File: src/rtl/usb_pkg.sv
// Shared constants and verdict helper for the USB receive-side packet checker.
package usb_pkg;

  localparam logic [1:0] CLS_SPECIAL = 2'b00;
  localparam logic [1:0] CLS_TOKEN   = 2'b01;
  localparam logic [1:0] CLS_HSHAKE  = 2'b10;
  localparam logic [1:0] CLS_DATA    = 2'b11;

  localparam logic [4:0]  CRC5_INIT   = 5'h1F;
  localparam logic [4:0]  CRC5_POLY   = 5'h14;
  localparam logic [4:0]  CRC5_RESID  = 5'h06;
  localparam logic [15:0] CRC16_INIT  = 16'hFFFF;
  localparam logic [15:0] CRC16_POLY  = 16'hA001;
  localparam logic [15:0] CRC16_RESID = 16'hB001;

  typedef enum logic [1:0] {ERR_NONE, ERR_PID, ERR_LEN, ERR_CRC} err_e;

  // Priority pid > len > crc; len is the body byte count after the PID.
  function automatic err_e pkt_verdict(input logic        pid_ok,
                                       input logic [1:0]  cls,
                                       input logic [10:0] len,
                                       input logic [4:0]  crc5,
                                       input logic [15:0] crc16,
                                       input logic [10:0] max_len);
    err_e e;
    e = ERR_NONE;
    if (!pid_ok) e = ERR_PID;
    else begin
      case (cls)
        CLS_TOKEN:  if (len != 11'd2) e = ERR_LEN;
                    else if (crc5 != CRC5_RESID) e = ERR_CRC;
        CLS_DATA:   if (len < 11'd2 || len > max_len) e = ERR_LEN;
                    else if (crc16 != CRC16_RESID) e = ERR_CRC;
        CLS_HSHAKE: if (len != 11'd0) e = ERR_LEN;
        default:    e = ERR_NONE;
      endcase
    end
    return e;
  endfunction

endpackage

File: src/rtl/usb_pkt_check_if.sv
// Byte-wide stream handshake used on both sides of the packet checker.
interface axi_stream_iface #(parameter int W = 8);
  logic [W-1:0] tdata;
  logic         tvalid;
  logic         tready;
  logic         tlast;

  modport master (output tdata, tvalid, tlast, input tready);
  modport slave  (input tdata, tvalid, tlast, output tready);
endinterface

File: src/rtl/usb_crc_byte.sv
// Combinational one-byte reflected CRC update, bit 0 first; init selects the seed.
module usb_crc_byte #(
  parameter int           W    = 16,
  parameter logic [W-1:0] POLY = '0,
  parameter logic [W-1:0] INIT = '1
) (
  input  logic         init,
  input  logic [W-1:0] crc_in,
  input  logic [7:0]   data,
  output logic [W-1:0] crc_out
);
  logic [W-1:0] c;

  always_comb begin
    c = init ? INIT : crc_in;
    for (int i = 0; i < 8; i++)
      c = {1'b0, c[W-1:1]} ^ (((c[0] ^ data[i]) != 1'b0) ? POLY : '0);
    crc_out = c;
  end
endmodule

File: src/rtl/usb_pkt_check.sv
// Forwards received USB packets through one register stage, flagging bad ones on tlast.
module usb_pkt_check
  import usb_pkg::*;
#(
  parameter int MAX_DATA_LEN = 1026,
  parameter int CNT_W        = 8
) (
  input  logic              clk,
  input  logic              rst_n,
  axi_stream_iface.slave    rx,
  axi_stream_iface.master   tx,
  output logic              tx_err,
  input  logic              cnt_clr,
  output logic [CNT_W-1:0]  pid_err_cnt,
  output logic [CNT_W-1:0]  crc_err_cnt,
  output logic [CNT_W-1:0]  len_err_cnt
);
  typedef enum logic {S_PID, S_BODY} state_e;

  state_e      state;
  logic        pid_ok_q, pid_ok_c;
  logic [1:0]  cls_q, cls_c;
  logic [10:0] len_q, len_c;
  logic [4:0]  crc5_q, crc5_nxt, crc5_c;
  logic [15:0] crc16_q, crc16_nxt, crc16_c;
  logic        acc, bad, first_body;
  err_e        err_c;

  assign rx.tready  = !tx.tvalid || tx.tready;
  assign acc        = rx.tvalid && rx.tready;
  // First body byte seeds from the init constant, so no re-init on the PID beat.
  assign first_body = (len_q == 11'd0);

  usb_crc_byte #(.W(5), .POLY(CRC5_POLY), .INIT(CRC5_INIT)) u_crc5 (
    .init(first_body), .crc_in(crc5_q), .data(rx.tdata), .crc_out(crc5_nxt));

  usb_crc_byte #(.W(16), .POLY(CRC16_POLY), .INIT(CRC16_INIT)) u_crc16 (
    .init(first_body), .crc_in(crc16_q), .data(rx.tdata), .crc_out(crc16_nxt));

  always_comb begin
    if (state == S_PID) begin
      pid_ok_c = (rx.tdata[3:0] == ~rx.tdata[7:4]);
      cls_c    = rx.tdata[1:0];
      len_c    = 11'd0;
      crc5_c   = CRC5_INIT;
      crc16_c  = CRC16_INIT;
    end else begin
      pid_ok_c = pid_ok_q;
      cls_c    = cls_q;
      len_c    = (&len_q) ? len_q : len_q + 11'd1;
      crc5_c   = crc5_nxt;
      crc16_c  = crc16_nxt;
    end
    err_c = pkt_verdict(pid_ok_c, cls_c, len_c, crc5_c, crc16_c, 11'(MAX_DATA_LEN));
    bad   = acc && rx.tlast && (err_c != ERR_NONE);
  end

  always_ff @(posedge clk or negedge rst_n) begin
    if (!rst_n) begin
      state    <= S_PID;
      pid_ok_q <= 1'b0;
      cls_q    <= CLS_SPECIAL;
      len_q    <= '0;
      crc5_q   <= CRC5_INIT;
      crc16_q  <= CRC16_INIT;
    end else if (acc) begin
      if (state == S_PID) begin
        pid_ok_q <= pid_ok_c;
        cls_q    <= cls_c;
        len_q    <= '0;
        state    <= rx.tlast ? S_PID : S_BODY;
      end else begin
        len_q   <= len_c;
        crc5_q  <= crc5_nxt;
        crc16_q <= crc16_nxt;
        if (rx.tlast) state <= S_PID;
      end
    end
  end

  always_ff @(posedge clk or negedge rst_n) begin
    if (!rst_n) begin
      tx.tvalid <= 1'b0;
      tx.tdata  <= '0;
      tx.tlast  <= 1'b0;
      tx_err    <= 1'b0;
    end else if (rx.tready) begin
      tx.tvalid <= rx.tvalid;
      if (rx.tvalid) begin
        tx.tdata <= rx.tdata;
        tx.tlast <= rx.tlast;
        tx_err   <= bad;
      end
    end
  end

  // Saturating statistics; a clear beats a same-cycle increment.
  always_ff @(posedge clk or negedge rst_n) begin
    if (!rst_n) begin
      pid_err_cnt <= '0;
      crc_err_cnt <= '0;
      len_err_cnt <= '0;
    end else if (cnt_clr) begin
      pid_err_cnt <= '0;
      crc_err_cnt <= '0;
      len_err_cnt <= '0;
    end else if (bad) begin
      case (err_c)
        ERR_PID: if (!(&pid_err_cnt)) pid_err_cnt <= pid_err_cnt + 1'b1;
        ERR_LEN: if (!(&len_err_cnt)) len_err_cnt <= len_err_cnt + 1'b1;
        ERR_CRC: if (!(&crc_err_cnt)) crc_err_cnt <= crc_err_cnt + 1'b1;
        default: ;
      endcase
    end
  end
endmodule

File: src/flat_wrapper.sv
// flat-port wrapper written by rule: the top's interface ports become plain ports
module usb_pkt_check_flat import usb_pkg::*;
#(
  parameter int MAX_DATA_LEN = 1026,
  parameter int CNT_W        = 8
)
  (clk, rst_n, tx_err, cnt_clr, pid_err_cnt, crc_err_cnt, len_err_cnt, rx_tdata, rx_tvalid, rx_tlast, rx_tready, tx_tdata, tx_tvalid, tx_tlast, tx_tready);
  axi_stream_iface #(.W(8)) rx_i ();
  axi_stream_iface #(.W(8)) tx_i ();
  input  logic clk;
  input  logic rst_n;
  output logic tx_err;
  input  logic cnt_clr;
  output logic [CNT_W-1:0] pid_err_cnt;
  output logic [CNT_W-1:0] crc_err_cnt;
  output logic [CNT_W-1:0] len_err_cnt;
  input wire logic [$bits(rx_i.tdata)-1:0] rx_tdata;
  input wire logic [$bits(rx_i.tvalid)-1:0] rx_tvalid;
  input wire logic [$bits(rx_i.tlast)-1:0] rx_tlast;
  output wire logic [$bits(rx_i.tready)-1:0] rx_tready;
  output wire logic [$bits(tx_i.tdata)-1:0] tx_tdata;
  output wire logic [$bits(tx_i.tvalid)-1:0] tx_tvalid;
  output wire logic [$bits(tx_i.tlast)-1:0] tx_tlast;
  input wire logic [$bits(tx_i.tready)-1:0] tx_tready;
  assign rx_i.tdata = rx_tdata;
  assign rx_i.tvalid = rx_tvalid;
  assign rx_i.tlast = rx_tlast;
  assign rx_tready = rx_i.tready;
  assign tx_tdata = tx_i.tdata;
  assign tx_tvalid = tx_i.tvalid;
  assign tx_tlast = tx_i.tlast;
  assign tx_i.tready = tx_tready;
  usb_pkt_check #(.MAX_DATA_LEN(MAX_DATA_LEN), .CNT_W(CNT_W)) u_core (.clk(clk), .rst_n(rst_n), .rx(rx_i), .tx(tx_i), .tx_err(tx_err), .cnt_clr(cnt_clr), .pid_err_cnt(pid_err_cnt), .crc_err_cnt(crc_err_cnt), .len_err_cnt(len_err_cnt));
endmodule
File: config.mk
export PLATFORM = sky130hd
export DESIGN_NAME = usb_pkt_check_flat
export DESIGN_NICKNAME = d
export VERILOG_FILES = /design/src/rtl/usb_pkg.sv /design/src/rtl/usb_pkt_check_if.sv /design/src/rtl/usb_crc_byte.sv /design/src/rtl/usb_pkt_check.sv /design/src/flat_wrapper.sv
export SDC_FILE = /design/constraint.sdc
export NUM_CORES = 1
export LEC_CHECK = 0
export ABC_AREA = 1
export CELL_PAD_IN_SITES_DETAIL_PLACEMENT = 0
export CELL_PAD_IN_SITES_GLOBAL_PLACEMENT = 2
export CORE_ASPECT_RATIO = 1.5
export CORE_UTILIZATION = 31
export CTS_BUF_LIST = sky130_fd_sc_hd__clkbuf_8
export DETAILED_ROUTE_END_ITERATION = 6
export PLACE_DENSITY = 0.8
export SYNTH_ARGS = -nofsm -noshare
export SYNTH_HDL_FRONTEND = slang
export SYNTH_SLANG_ARGS = --single-unit
export TNS_END_PERCENT = 10
File: constraint.sdc
create_clock -name clk -period 3.01 [get_ports clk]
set_clock_uncertainty 0.1 [all_clocks]
set_input_delay 0.4515 -clock clk [delete_from_list [all_inputs] [get_ports clk]]
set_output_delay 0.4515 -clock clk [all_outputs]
set_load 0.01 [all_outputs]
Word level (Yosys, flattened, before mapping)
Cells that the tools add are included.
{"block": "word_totals", "out_inout_bits": 36, "regBits": 71, "in_bits": 14}
{"block": "op_classes", "add_sub_neg": 4, "n_reduce_logical": 23, "bitwise_logic": 34, "n_eq_ne": 13, "order_cmp": 2, "muxes": 45}
{"op": "16-bit two-way mux", "count": 10}
{"op": "15-bit by 16-bit bitwise XOR with 16-bit output", "count": 8}
{"op": "8-bit two-way mux", "count": 12}
{"op": "5-bit two-way mux", "count": 10}
{"op": "4-bit by 5-bit bitwise XOR with 5-bit output", "count": 8}
{"op": "11-bit two-way mux", "count": 3}
{"op": "8-bit by 1-bit adder with 8-bit output, second input constant", "count": 3}
{"op": "8-bit AND reduction", "count": 3}
{"op": "16-bit != test, second input constant", "count": 1}
{"op": "1-bit bitwise XOR", "count": 16}
{"op": "2-bit two-way mux", "count": 7}
{"op": "11-bit by 1-bit adder with 11-bit output, second input constant", "count": 1}
{"op": "11-bit greater-than comparator, second input constant", "count": 1}
{"op": "11-bit zero test", "count": 1}
{"op": "11-bit by 2-bit < comparator with 1-bit output, second input constant", "count": 1}
{"op": "11-bit by 2-bit != test with 1-bit output, second input constant", "count": 1}
{"op": "11-bit AND reduction", "count": 1}
{"op": "11-bit nonzero test", "count": 1}
{"op": "2-bit nonzero test", "count": 5}
{"op": "3-bit AND reduction", "count": 3}
{"op": "2-bit == test, second input constant", "count": 4}
{"op": "2-bit != test, second input constant", "count": 3}
{"op": "2-bit case mux with 3 select lines", "count": 1}
{"op": "2-bit AND reduction", "count": 3}
{"op": "other kinds (9)", "count": 14}

Logic depth before layout (Yosys ltp)
{"block": "logic_depth", "ltp_word": 36, "mapped_depth": 27, "depth_no_buf": 27}

Modules after synthesis
From an unflattened synthesis, not the netlist that was laid out.
{"block": "hier_totals", "hier_cells": 650, "area_unflattened_um2": 4922.2}
{"mod": "usb_pkt_check", "cells_per_inst": 478, "area_per_inst_um2": 3936.3, "instances": 1}
{"mod": "usb_crc_byte at u_core.u_crc16", "cells_per_inst": 93, "area_per_inst_um2": 669.4, "instances": 1}
{"mod": "usb_crc_byte at u_core.u_crc5", "cells_per_inst": 79, "area_per_inst_um2": 316.6, "instances": 1}

Worst setup path before layout
No wires, ideal clock.
{"block": "synth_path", "path_kind": "register to register", "from": "register u_core.len_q[0]", "to": "register u_core.pid_err_cnt[2]", "t_arrival_ps": 2653, "setup_ps": 118, "path_buffers": 0, "stages_incl_launch_ff": 22, "t_required_ps": 2792, "slack_ps": 139, "cell_sequence": "dfrtp_1 inv_1 ha_1 inv_1 nor2_1 nand2_4 nor2_8 nor2_1 xor2_1 nand3_1 nand2_1 inv_1 nand2_1 nand2_2 nand2_1 nand3_1 nand3_1 nand3_2 a21oi_4 nand3_4 nand3_1 nand2_1"}
{"block": "synth_via", "elab_chain_len": 36}
{"item": "start, declared", "line_no": "usb_pkt_check.sv:23", "rtl": "logic [10:0] len_q, len_c;"}
{"item": "start signal, assigned", "line_no": "usb_pkt_check.sv:73", "rtl": "len_q <= len_c;"}
{"item": "11-bit zero test", "line_no": "usb_pkt_check.sv:32", "rtl": "assign first_body = (len_q == 11'd0);"}
{"item": "16-bit two-way mux", "line_no": "usb_crc_byte.sv:15", "rtl": "c = init ? INIT : crc_in;"}
{"item": "1-bit bitwise XOR", "line_no": "usb_crc_byte.sv:17", "rtl": "c = {1'b0, c[W-1:1]} ^ (((c[0] ^ data[i]) != 1'b0) ? POLY : '0);"}
{"item": "16-bit two-way mux", "line_no": "usb_crc_byte.sv:17"}
{"item": "15-bit by 16-bit bitwise XOR with 16-bit output", "line_no": "usb_crc_byte.sv:17"}
{"item": "1-bit bitwise XOR", "line_no": "usb_crc_byte.sv:17"}
{"item": "16-bit two-way mux", "line_no": "usb_crc_byte.sv:17"}
{"item": "15-bit by 16-bit bitwise XOR with 16-bit output", "line_no": "usb_crc_byte.sv:17"}
{"item": "[... 20 more ...]"}
{"item": "2-bit two-way mux", "line_no": "usb_pkg.sv:33", "rtl": "else if (crc16 != CRC16_RESID) e = ERR_CRC;"}
{"item": "2-bit two-way mux", "line_no": "usb_pkg.sv:32", "rtl": "CLS_DATA: if (len < 11'd2 || len > max_len) e = ERR_LEN;"}
{"item": "2-bit case mux with 3 select lines (*)", "line_no": "usb_pkg.sv:29", "rtl": "case (cls)"}
{"item": "2-bit two-way mux (*)", "line_no": "usb_pkg.sv:27", "rtl": "if (!pid_ok) e = ERR_PID;"}
{"item": "2-bit nonzero test", "line_no": "usb_pkt_check.sv:55", "rtl": "bad = acc && rx.tlast && (err_c != ERR_NONE);"}
{"item": "1-bit logical AND", "line_no": "usb_pkt_check.sv:55"}
{"item": "2-bit nonzero test (no line)"}
{"item": "3-bit AND reduction (no line) (*)"}
{"item": "end signal, assigned", "line_no": "usb_pkt_check.sv:109", "rtl": "ERR_PID: if (!(&pid_err_cnt)) pid_err_cnt <= pid_err_cnt + 1'b1;"}
{"item": "end, declared", "line_no": "usb_pkt_check.sv:14", "rtl": "output logic [CNT_W-1:0] pid_err_cnt,"}
Every way passes the cells marked *; elsewhere a longest branch is shown, timed or not.
A chain may end at the register's enable or synchronous reset.

Final worst setup path
{"block": "layout_path", "from": "register u_core.len_q[1]", "to": "register u_core.pid_err_cnt[5]"}
Same word-level chain as after synthesis.

==> qor.txt <==
Post-synth EDFFs: 0
Count leader, synth: nand2_1
Die Width: 103 microns
Max incr delay on CP: 0.42 ns
Worst-path fanout max: 8
Worst vdd ir: 0.375 mV
DRT Pass-1 Iters: 4
RSZ-0062 raised after global routing: true
Critical path, cell by cell: inv_2 -> ha_4 -> inv_2 -> nor2_4 -> nand2_4 -> nor2_4 -> buf_6 -> nor2_2 -> xor2_2 -> xnor2_1 -> nand2_1 -> nand3_1 -> nand2_2 -> nand2_4 -> nand3b_1 -> nand2_1 -> inv_2 -> a21oi_4 -> buf_6 -> nand4_1 -> nand2_2
Final setup vio count: 24
Pin count of the biggest net entering global routing: 72
Reg power frac: 0.242
DIE HEIGHT: 153 microns
Reg2reg start: u_core.len_q[1]$_DFFE_PN0P_
Syn_area_per_cell: 7.44 sq um
Hold Crit Class: input port to async pin
Worst R2R End: u_core.pid_err_cnt[5]$_DFFE_PN0P_
Die area: 15700 sq um
Critical Path End Type: flop
GRT Overall Usage: 0.183
Vias: 4496
Ys Warns: 0
Reg2Reg Setup Slack: -0.15 ns
Total CTS buffers: 9
Slew margin rel.: 0.527
Mux cell area share after synthesis: 0.00239
Avg Vias per Cell: 4.66
Sw Pwr: 2490 uW
Initial antenna violation count: 0
Initial Util: 0.321
Max Buffers Root-to-Sink: 2
CTS root buf: clkbuf_8
Clock sink count: 71
Seq/Total Area, Yosys: 0.383
Worst Path Arrival: 3.36 ns
Post-synth top area cell: dfrtp_1
XOR/XNOR Fraction of Synth Area: 0.0939
Internal: 3240 uW
Clock latency at the later pin of the worst-skew pair: 0.36 ns
H-tree depth: 3
Comb pwr share: 0.627
Top post-synthesis cells by area: dfrtp_1, nand2_1, dfstp_2, nand3_1, inv_1
TNS Setup: -2.67 ns
PwrDens: 851 nW/um^2
Final period util: 1.05
Met1 usage: 0.220
Met3 Use GR: 0.0251
DR DRC count: 0
Synth cell count leaders: nand2_1, nand3_1, inv_1
GP Congestion: 0.834
Synth async-reset ratio: 1.00
Sw Share: 0.435
Layout cells sized above 1: 0.325
Worst path bufs/invs: 5
Adder-Cell Fraction of Synth Area: 0.0133
Final worst slack: -0.154 ns
Most used cell, CP: inv_2
CP Launch Type: flop
Max-slew violation count: 0
Req. time, crit path: 3.21 ns
Post-layout util: 0.459
Buffers on Ports: 49
Met2 usage: 0.328
Failing checks: setup timing
Grt peak-use layer: met2
Vias in the first global route: 4394
FF+latch count, synth: 71
Area added between synthesis and finish: 43.2%
Fin nets: 783
Run status: finished with violations
Hold Slack: 0.00797 ns
Antenna Cells: 0
First-pass GRT wire length: 22100 microns
Synth Area in Compound Gates: 0.0737
Pleak: 0.00326 uW
ANT nets after route: 0
Largest family of logic cells by synthesized area: simple AND/OR/NAND/NOR gates
CP delay by family, top: simple AND/OR/NAND/NOR gates
IO Count: 50
Post-layout min period: 3.16 ns
Rows: 54
CTS tree: done
Post-Syn Instances: 632
Synth Area in Simple Gates: 0.353
Clock power share: 0.132
R2R depth: 21
Drt wl/cell: 14.2 microns
Synth top area share: 0.266
Net count after synthesis: 651
DRT iter0 DRCs: 184
Slew @ Worst Pin: 0.710 ns
Worst path depth: 21
Total wire length: 13700 microns
Hpwl dp: 9610 microns
Total grt overflow: 0
Max-cap violation count: 0
Power Total: 5730 uW
Cell variety after synth: 39
Fmax: 316 MHz
Slowest-stage cell, CP: dfrtp_1
Hold Fails Final Rpt: 0
Mapped cell area: 4700 sq um
Core Area: 14700 sq um
Clk slew on worst S/H paths: 0.08 ns
Most used DFF post-synth: dfrtp_1
Setup Crit Path Kind: flop to flop
[kinds of logic after synthesis]
kind of cell,Yosys count
adder cells (fa/ha/maj),5
flip-flops,71
AND/OR/NAND/NOR,356
multiplexers,1
AO/OA/AOI/OAI,58
XOR/XNOR,47
buffers and inverters,94
[power groups by stage]
stage | registers [uW] | logic, uW | clock network (uW)
after floorplan | 1360 | 1700 | 0
after global placement | 1380 | 2780 | 0
after detailed placement | 1390 | 2790 | 0
after CTS | 1380 | 3110 | 781
after global routing | 1410 | 3920 | 819
final | 1380 | 3590 | 755
[cells in the final DEF, fill, tap and decap left out, types with 6 or more instances in the layout]
cell,instances
a21oi_1,9
xnor2_1,12
xor2_2,7
nand2_2,22
nand3_4,12
buf_6,6
nand3_2,27
nand2_4,7
nor2_2,11
nand2_1,157
o21ai_0,31
nor2_1,26
buf_4,79
inv_2,12
xor2_1,27
nand3_1,57
inv_1,66
nor2_4,9
clkdlybuf4s50_1,48
nand4_1,13
clkbuf_8,9
nor3_1,9
dfstp_2,21
dfrtp_1,50
[registers in the layout, indices dropped and copies added (netlist names)]
name and cells:
u_core.tx_err 1, u_core.len_q 11, u_core.crc_err_cnt 8, u_core.state 1, u_core.crc16_q 16, u_core.tx.tdata 8
u_core.tx.tlast 1, u_core.pid_ok_q 1, u_core.len_err_cnt 8, u_core.tx.tvalid 1, u_core.cls_q 2, u_core.pid_err_cnt 8
u_core.crc5_q 5
[final cells by class]
| class | count | area [sq um] |
|---|---|---|
| Inverter | 76 | 285 |
| Fill cell | 1513 | 7930 |
| Multi-Input combinational cell | 469 | 3010 |
| Tap cell | 196 | 245 |
| Sequential cell | 71 | 1800 |
| Clock inverter | 7 | 58.8 |
| Timing Repair Buffer | 137 | 1210 |
| Clock buffer | 9 | 124 |
[timing repair]
item / in CTS / in global routing
setup endpoints to repair: 25 / 25
setup buffers: 4 / 11
hold buffers: 0 / 0
gates cloned: 2 / 0
gates resized for setup: 54 / 61
pin swaps: 27 / 46
[per-stage QoR]
stage	cells	worst slack, ns	cell area (sq um)
after floorplan	632	0.139	4700
after global placement	933	-0.246	5910
after detailed placement	933	-0.289	5910
after CTS	955	-0.0780	6380
after global routing	965	-0.335	6730
final	965	-0.154	6730
[worst max path at each step]
stage,from,to,slack (ns)
finish,u_core.len_q[1]$_DFFE_PN0P_,u_core.pid_err_cnt[5]$_DFFE_PN0P_,-0.15
global route,u_core.len_q[1]$_DFFE_PN0P_,u_core.pid_err_cnt[5]$_DFFE_PN0P_,-0.34
CTS,u_core.len_q[1]$_DFFE_PN0P_,u_core.crc_err_cnt[3]$_DFFE_PN0P_,-0.08
detailed placement,u_core.len_q[0]$_DFFE_PN0P_,u_core.len_err_cnt[1]$_DFFE_PN0P_,-0.29
global placement,u_core.len_q[0]$_DFFE_PN0P_,u_core.len_err_cnt[3]$_DFFE_PN0P_,-0.25
floorplan,u_core.len_q[0]$_DFFE_PN0P_,u_core.pid_err_cnt[2]$_DFFE_PN0P_,0.14
[per-layer routing]
layer	part of all wire	wire length, microns	up-vias
met1	0.43	5840	2149
met5	0	0	-
met4	0.014	194	0
li1	-	-	2290
met2	0.54	7450	44
met3	0.019	256	13
Power figures use the tool's default switching activity.
